## config.mk

```make
export PLATFORM = sky130hd
export DESIGN_NAME = cc_unit
export DESIGN_NICKNAME = d
export VERILOG_FILES = /design/src/rtl/y86_pkg.sv /design/src/rtl/cc_unit_cond_eval.sv /design/src/rtl/cc_unit.sv
export SDC_FILE = /design/constraint.sdc
export NUM_CORES = 1
export LEC_CHECK = 0
export BUFFER_PORTS_ARGS = -buffer_cell sky130_fd_sc_hd__buf_4
export CAP_MARGIN = 15
export CORE_AREA = 3 3 51 53
export CTS_CLUSTER_SIZE = 8
export DETAILED_ROUTE_END_ITERATION = 10
export DIE_AREA = 0 0 54 56
export PLACE_DENSITY_LB_ADDON = 0.12
export SYNTH_ARGS = -nofsm -noshare
export SYNTH_HDL_FRONTEND = slang
export SYNTH_SLANG_ARGS = --single-unit
```

## constraint.sdc

```tcl
create_clock -name clk -period 1.75 [get_ports clk]
set_input_delay 0.0875 -clock clk [delete_from_list [all_inputs] [get_ports clk]]
set_output_delay 0.0875 -clock clk [all_outputs]
set_load 0.01 [all_outputs]
```

## src/rtl/y86_pkg.sv

```systemverilog
// Shared y86 definitions: condition-function codes, CC bit layout, reset value
// and the state encoding of the condition-query handshake.
package y86_pkg;

  // jXX / cmovXX function codes
  localparam logic [3:0] C_YES = 4'd0;
  localparam logic [3:0] C_LE  = 4'd1;
  localparam logic [3:0] C_L   = 4'd2;
  localparam logic [3:0] C_E   = 4'd3;
  localparam logic [3:0] C_NE  = 4'd4;
  localparam logic [3:0] C_GE  = 4'd5;
  localparam logic [3:0] C_G   = 4'd6;

  // Bit positions inside the {ZF,SF,OF} condition-code word
  localparam int CC_ZF = 2;
  localparam int CC_SF = 1;
  localparam int CC_OF = 0;

  // Flags after reset: zero result, positive, no overflow
  localparam logic [2:0] CC_RST = 3'b100;

  // Query handshake states
  typedef enum logic [1:0] {
    IDLE = 2'd0,
    PEND = 2'd1,
    RESP = 2'd2
  } cc_state_e;

endpackage

```

## src/rtl/cc_unit_cond_eval.sv

```systemverilog
// Pure combinational condition evaluator. Maps a {ZF,SF,OF} word and an ifun
// code onto the branch/move decision; unknown codes yield cnd=0 with err set.
// Kept standalone so the fetch-stage branch predictor can reuse it.
module cond_eval
  import y86_pkg::*;
(
  input  logic [2:0] cc,
  input  logic [3:0] ifun,
  output logic       cnd,
  output logic       err
);

  logic zf;
  logic sf;
  logic of;
  logic lt;

  assign zf = cc[CC_ZF];
  assign sf = cc[CC_SF];
  assign of = cc[CC_OF];
  assign lt = sf ^ of;

  // Decode the requested condition against the supplied flags
  always_comb begin
    cnd = 1'b0;
    err = 1'b0;
    case (ifun)
      C_YES:   cnd = 1'b1;
      C_LE:    cnd = lt | zf;
      C_L:     cnd = lt;
      C_E:     cnd = zf;
      C_NE:    cnd = ~zf;
      C_GE:    cnd = ~lt;
      C_G:     cnd = ~lt & ~zf;
      default: err = 1'b1;
    endcase
  end

endmodule

```

## src/rtl/cc_unit.sv

```systemverilog
// Condition-code register and condition-query unit for the y86 execute stage.
// Flags come from the ALU result; queries are answered one cycle later with a
// registered cnd, and a query that arrives during a stall is parked in PEND
// until the pipeline moves again.
module cc_unit
  import y86_pkg::*;
#(
  parameter int WIDTH = 64
) (
  input  logic             clk,
  input  logic             rst,
  input  logic             alu_valid,
  output logic             alu_ready,
  input  logic [WIDTH-1:0] alu_result,
  input  logic             alu_of,
  input  logic             set_cc,
  input  logic             cc_squash,
  input  logic             stall,
  input  logic             cond_req,
  input  logic [3:0]       ifun,
  output logic             cnd,
  output logic             cnd_valid,
  output logic             cnd_err,
  output logic [2:0]       cc_out
);

  logic [2:0] cc_q;
  logic [2:0] cc_d;
  logic       cc_we;
  logic [2:0] new_flags;

  cc_state_e  state_q;
  cc_state_e  state_d;
  logic [3:0] ifun_q;
  logic [3:0] ifun_d;
  logic       cnd_q;
  logic       cnd_d;
  logic       err_q;
  logic       err_d;

  logic [3:0] eval_ifun;
  logic       eval_cnd;
  logic       eval_err;

  assign alu_ready = ~stall;

  assign new_flags[CC_ZF] = (alu_result == '0);
  assign new_flags[CC_SF] = alu_result[WIDTH-1];
  assign new_flags[CC_OF] = alu_of;

  assign cc_we = alu_valid & alu_ready & set_cc & ~cc_squash;
  assign cc_d  = cc_we ? new_flags : cc_q;

  // A parked query uses its latched code; otherwise the live ifun is evaluated
  assign eval_ifun = (state_q == PEND) ? ifun_q : ifun;

  // Evaluation always sees the flags held before this edge's update
  cond_eval u_cond_eval (
    .cc   (cc_q),
    .ifun (eval_ifun),
    .cnd  (eval_cnd),
    .err  (eval_err)
  );

  // Next-state and response capture for the query handshake
  always_comb begin
    state_d = state_q;
    ifun_d  = ifun_q;
    cnd_d   = cnd_q;
    err_d   = 1'b0;
    case (state_q)
      IDLE, RESP: begin
        if (cond_req && !stall) begin
          state_d = RESP;
          cnd_d   = eval_cnd;
          err_d   = eval_err;
        end else if (cond_req && stall) begin
          state_d = PEND;
          ifun_d  = ifun;
        end else begin
          state_d = IDLE;
        end
      end
      PEND: begin
        if (!stall) begin
          state_d = RESP;
          cnd_d   = eval_cnd;
          err_d   = eval_err;
        end
      end
      default: state_d = IDLE;
    endcase
  end

  // State, latched query and registered flags; reset drops any pending query
  always_ff @(posedge clk) begin
    if (rst) begin
      state_q <= IDLE;
      ifun_q  <= C_YES;
      cnd_q   <= 1'b0;
      err_q   <= 1'b0;
      cc_q    <= CC_RST;
    end else begin
      state_q <= state_d;
      ifun_q  <= ifun_d;
      cnd_q   <= cnd_d;
      err_q   <= err_d;
      cc_q    <= cc_d;
    end
  end

  assign cnd_valid = (state_q == RESP);
  assign cnd_err   = cnd_valid & err_q;
  assign cnd       = cnd_q;
  assign cc_out    = cc_q;

endmodule

```

; ---- Yosys cells after proc, flatten, opt, wreduce, memory -nomap -nowiden
; Cells that the tools add are included.
[totals]
register_bits = 11
input_bits = 76
output_inout_bits = 7
[op_classes]
eq_ne = 10
n_mux = 13
bitwise_logic = 12
n_reduce_logical = 11
[op_table]
columns = cell, count
row1 = logical NOT 64 bit, 1
row2 = equality test 4 x 3 -> 1 bit (second input constant), 3
row3 = equality test 4 x 2 -> 1 bit (second input constant), 2
row4 = one-hot mux 1 bit (7 select lines), 1
row5 = OR reduction 7 bit, 1
row6 = 2-to-1 mux 1 bit, 6
row7 = AND reduction 3 bit, 2
row8 = bitwise AND 1 bit, 5
row9 = NOT 1 bit, 5
row10 = equality test 4 x 1 -> 1 bit (second input constant), 1
row11 = logical NOT 4 bit, 1
row12 = 2-to-1 mux 2 bit, 2
row13 = 2-to-1 mux 4 bit, 1
row14 = != test 2 bit (second input constant), 2
row15 = one-hot mux 1 bit (2 select lines), 2
row16 = one-hot mux 2 bit (2 select lines), 1
row17 = equality test 2 x 1 -> 1 bit (second input constant), 1
row18 = equality test 2 bit (second input constant), 1
row19 = logical AND 1 bit, 2
row20 = logical NOT 2 bit, 1
row21 = nonzero test 2 bit, 1
row22 = OR reduction 2 bit, 1
row23 = logical NOT 1 bit, 1
row24 = bitwise OR 1 bit, 1
row25 = bitwise XOR 1 bit, 1

; ---- Longest topological paths before layout
[logic_depth]
word_depth = 7
mapped_depth = 5
depth_no_buf = 5

; ---- Hierarchy
; From an unflattened synthesis, not the netlist that was laid out.
[unflattened]
hier_cells = 84
area_unflattened_um2 = 701.9
[modules_own_cells]
columns = module, n_inst, cells_per_inst, area_each_um2, seq_area_each_um2
row1 = cc_unit, 1, 73, 611.8, 220.2
row2 = cond_eval, 1, 11, 90.1, 0.0

; ---- Worst setup path after synthesis
; No wires, ideal clock.
[synth_timing]
path_type = reg2reg
from = register state_q[1]
to = register cnd_q (netlist: cnd)
setup_time_ps = 117
arrival_ps = 1260
setup_slack_ps = 373
path_stages_with_launch = 6
period_less_slack_ps = 1377
path_cell_list = dfxtp_1 nand2b_4 mux2_4 a221oi_2 o221ai_1 a2bb2oi_1
[synth_via]
elab_chain_len = 6
[synth_rtl]
columns = element, line
row1 = from (decl), cc_unit.sv:32  ; cc_state_e state_q;
row2 = from (signal assigned), cc_unit.sv:104  ; state_q <= state_d;
row3 = equality test 2 x 1 -> 1 bit, "cc_unit.sv:55, cc_unit.sv:71"
row4 = 2-to-1 mux 4 bit, cc_unit.sv:55  ; assign eval_ifun = (state_q == PEND) ? ifun_q : ifun;
row5 = equality test 4 x 3 -> 1 bit (tied with other cells), cc_unit_cond_eval.sv:27  ; case (ifun)
row6 = one-hot mux 1 bit (7 select lines), cc_unit_cond_eval.sv:27
row7 = "2-to-1 mux 1 bit, on equally long branches", "cc_unit.sv:85, cc_unit.sv:73"
row8 = one-hot mux 1 bit (2 select lines), cc_unit.sv:71  ; case (state_q)
row9 = to (signal assigned), cc_unit.sv:106  ; cnd_q <= cnd_d;
row10 = to (decl), cc_unit.sv:36  ; logic cnd_q;
; Several ways; a longest one is shown, not always the timed one. The select of a mux whose other input is x is not followed.
; A chain may end at the register's enable or synchronous reset.

; ---- Final worst setup path
; Same ends and word-level chain as after synthesis.

==> flow_summary.json <==
{
  "max-cap-violations": 0,
  "cts_resized": 0,
  "crit_chain": "nand2b_4 -> mux2_4 -> a221oi_2 -> o221ai_1 -> a2bb2oi_1",
  "cp_max_fo": 4,
  "synth.most_common_cell": "nor4_1",
  "setup_tns_ns": 0,
  "timing.rr.end": "cnd$_SDFFE_PP0P_",
  "drt_iter0_markers": 7,
  "final_area_um2": 1380,
  "finalCriticalPeriod_ns": 1.49,
  "clock-sinks": 11,
  "yosysWarnings": 0,
  "tightest_slew_ns": 0.276,
  "setup_viol": 0,
  "port_buffers": 82,
  "r2r-start": "state_q[1]$_SDFFE_PP0P_",
  "area_growth_pct": 95.6,
  "clk_latency_ns": 0.28,
  "synth_common_cells": "17 x nor4_1, 11 x dfxtp_1, 9 x nand2_1, 6 x a21oi_1, 6 x nand3_1",
  "cp_slowest_cell": "dfxtp_1",
  "min_path_type": "primary input to flip-flop",
  "num-fill-cells": 186,
  "n_antenna_cell": 0,
  "syn-cell-area_um2": 704,
  "cts.clk_slew.worst_paths_ns": 0.07,
  "reg2regPathDepth": 5,
  "synthCells": 89,
  "post_dp_cell_area_um2": 1350,
  "whs_endpoint": "ifun_q[3]$_SDFFE_PP0P_",
  "drive_gt1_share_pct": 52.3,
  "start_kind": "flip-flop",
  "grt_use_total_pct": 20.3,
  "vias": 1047,
  "reg2reg_setup_slack_ns": 0.26,
  "gp_congestion": 0.755,
  "fp.dieArea_um2": 3020,
  "postCtsHoldBufs": 0,
  "route.detailed.drc": 0,
  "yosysTopAreaCellShare_pct": 31.3,
  "numCtsBuffers": 3,
  "routedWlPerCell_um": 15.1,
  "crit_path_end_kind": "flip-flop",
  "syn_nets": 165,
  "post_drt_via_cell_ratio": 5.18,
  "start_util_pct": 32.2,
  "yosys-top-cells-area": "dfxtp_1 31%, nor4_1 15%, mux2i_1 5.7%",
  "max_freq_mhz": 673,
  "critPathBufInv": 0,
  "seq_area_frac_synth_pct": 31.3,
  "nets": 251,
  "fin_skew_ns": 0.00497,
  "max-clock-path-buffers": 2,
  "syn_area_per_cell_um2": 7.91,
  "grt_pass1_vias": 1059,
  "ys_seq_elements": 11,
  "grt_max_degree": 10,
  "hpwl_mm": 2.64,
  "peakVddDrop_uv": 451,
  "post-cts-setup-buffers": 0,
  "rows": 17,
  "cpPeakStageDelay_ns": 0.36,
  "slew_headroom_pct": 81.4,
  "yosysTopAreaCell": "dfxtp_1",
  "finalHoldViolCount": 0,
  "dr.pass1.iters": 4,
  "synth_cell_types": 26,
  "critPathKind": "flip-flop to flip-flop",
  "routed_wl_mm": 3.05,
  "antenna_found_initial": 0,
  "htreeDepth": 1,
  "die_height_um": 56,
  "cts_tree": "built",
  "power_density_nw_per_um2": 481,
  "crit_required_ns": 1.93,
  "synthArstFlopShare_pct": 0,
  "grt_pass1_wl_mm": 4.52,
  "cts-root-buf": "clkbuf_4",
  "ant_nets": 0,
  "core_um2": 2190,
  "rsz0062_at_grt": "false",
  "maxSlewViolCount": 0,
  "critPathTopFamily": "compound AO/OA/AOI/OAI gates",
  "synth-main-ff-cell": "dfxtp_1",
  "hold_path.startpoint": "rst",
  "power.leakage_nw": 0.651,
  "run_status": "finished, final reports clean",
  "period_share_pct": 84.9,
  "hold-path-cell-count": 2,
  "die_w_um": 54,
  "pin_count": 83,
  "cp_data_arrival_time_ns": 1.66,
  "synth-edff-count": 0,
  "overflow": 0
}
[per-stage QoR]
stage	power, mW	utilization [%]	hold WS [ns]	worst slack (ns)	cells
4_1_cts	0.667	62.9	0.0522	0.275	202
6_report	0.662	62.9	0.0494	0.264	202
3_3_place_gp	0.480	61.7	0.328	0.342	198
5_1_grt	0.705	62.9	0.0359	0.186	202
3_5_place_dp	0.489	61.7	0.344	0.311	198
2_1_floorplan	0.335	-	0.233	0.373	89
[logic make-up (layout without fill, tap and decap cells)]
logic type	after synthesis	after routing	share of synthesized area (%)
and+or+nand+nor	50	50	41.0
AOI/OAI and AO/OA	17	17	15.3
DFF	11	11	31.3
muxes	5	5	7.81
buffers and inverters	4	89	2.13
xor gates and xnor gates	2	2	2.49
[state kept, by name, summed over array words and instances (netlist names)]
register	cells
ifun_q	4
cc_out	3
state_q	2
cnd	1
err_q	1
[power breakdown]
part | total (mW) | switching (mW) | internal, mW
Sequential | 0.269 | 0.00858 | 0.260
Clock | 0.180 | 0.0917 | 0.0885
Combinational | 0.213 | 0.0689 | 0.144
Total | 0.662 | 0.169 | 0.493
[worst reg2reg max path, delay by kind of cell, from the launching register on]
kind	cells	cell delay, ns
and+or+nand+nor	1	0.16
DFF	1	0.36
AOI/OAI and AO/OA	3	0.53
muxes	1	0.32
[final cells by class]
class / count / area (um^2) / area share, %
multi-input cells: 74 / 469 / 34.1
well taps: 28 / 35.0 / 2.54
clock buffers: 4 / 26.3 / 1.91
inverters: 3 / 11.3 / 0.817
flip-flops and latches: 11 / 220 / 16.0
repair buffers: 82 / 616 / 44.7
[worst max path at each step]
stage / start / cells after the start / slack, ns / to
floorplan: state_q[1]$_SDFFE_PP0P_ / 5 / 0.37 / cnd$_SDFFE_PP0P_
global placement: state_q[1]$_SDFFE_PP0P_ / 5 / 0.34 / cnd$_SDFFE_PP0P_
detailed placement: state_q[0]$_SDFFE_PP0P_ / 5 / 0.31 / cnd$_SDFFE_PP0P_
CTS: state_q[1]$_SDFFE_PP0P_ / 5 / 0.28 / cnd$_SDFFE_PP0P_
global route: state_q[1]$_SDFFE_PP0P_ / 5 / 0.19 / cnd$_SDFFE_PP0P_
finish: state_q[1]$_SDFFE_PP0P_ / 5 / 0.26 / cnd$_SDFFE_PP0P_
[cell usage in the layout, fill, tap and decap left out, types with 4 or more instances in the layout]
| cell type | instances |
|---|---|
| nor2_1 | 5 |
| nand2_1 | 9 |
| a21oi_1 | 6 |
| mux2i_1 | 4 |
| dfxtp_1 | 11 |
| nand3_1 | 6 |
| buf_4 | 82 |
| o21ai_0 | 5 |
| nor4_1 | 17 |
| nand4_1 | 4 |
[layer usage]
| layer | wire [um] | share of wire [%] | global-route usage (%) |
|---|---|---|---|
| met1 | 1060 | 35 | 19.5 |
| met2 | 1650 | 54 | 37.4 |
| met4 | 72 | 2.4 | 11.0 |
| met3 | 271 | 8.9 | 4.83 |
| met5 | 0 | 0 | 0 |
Power figures use the tool's default switching activity.
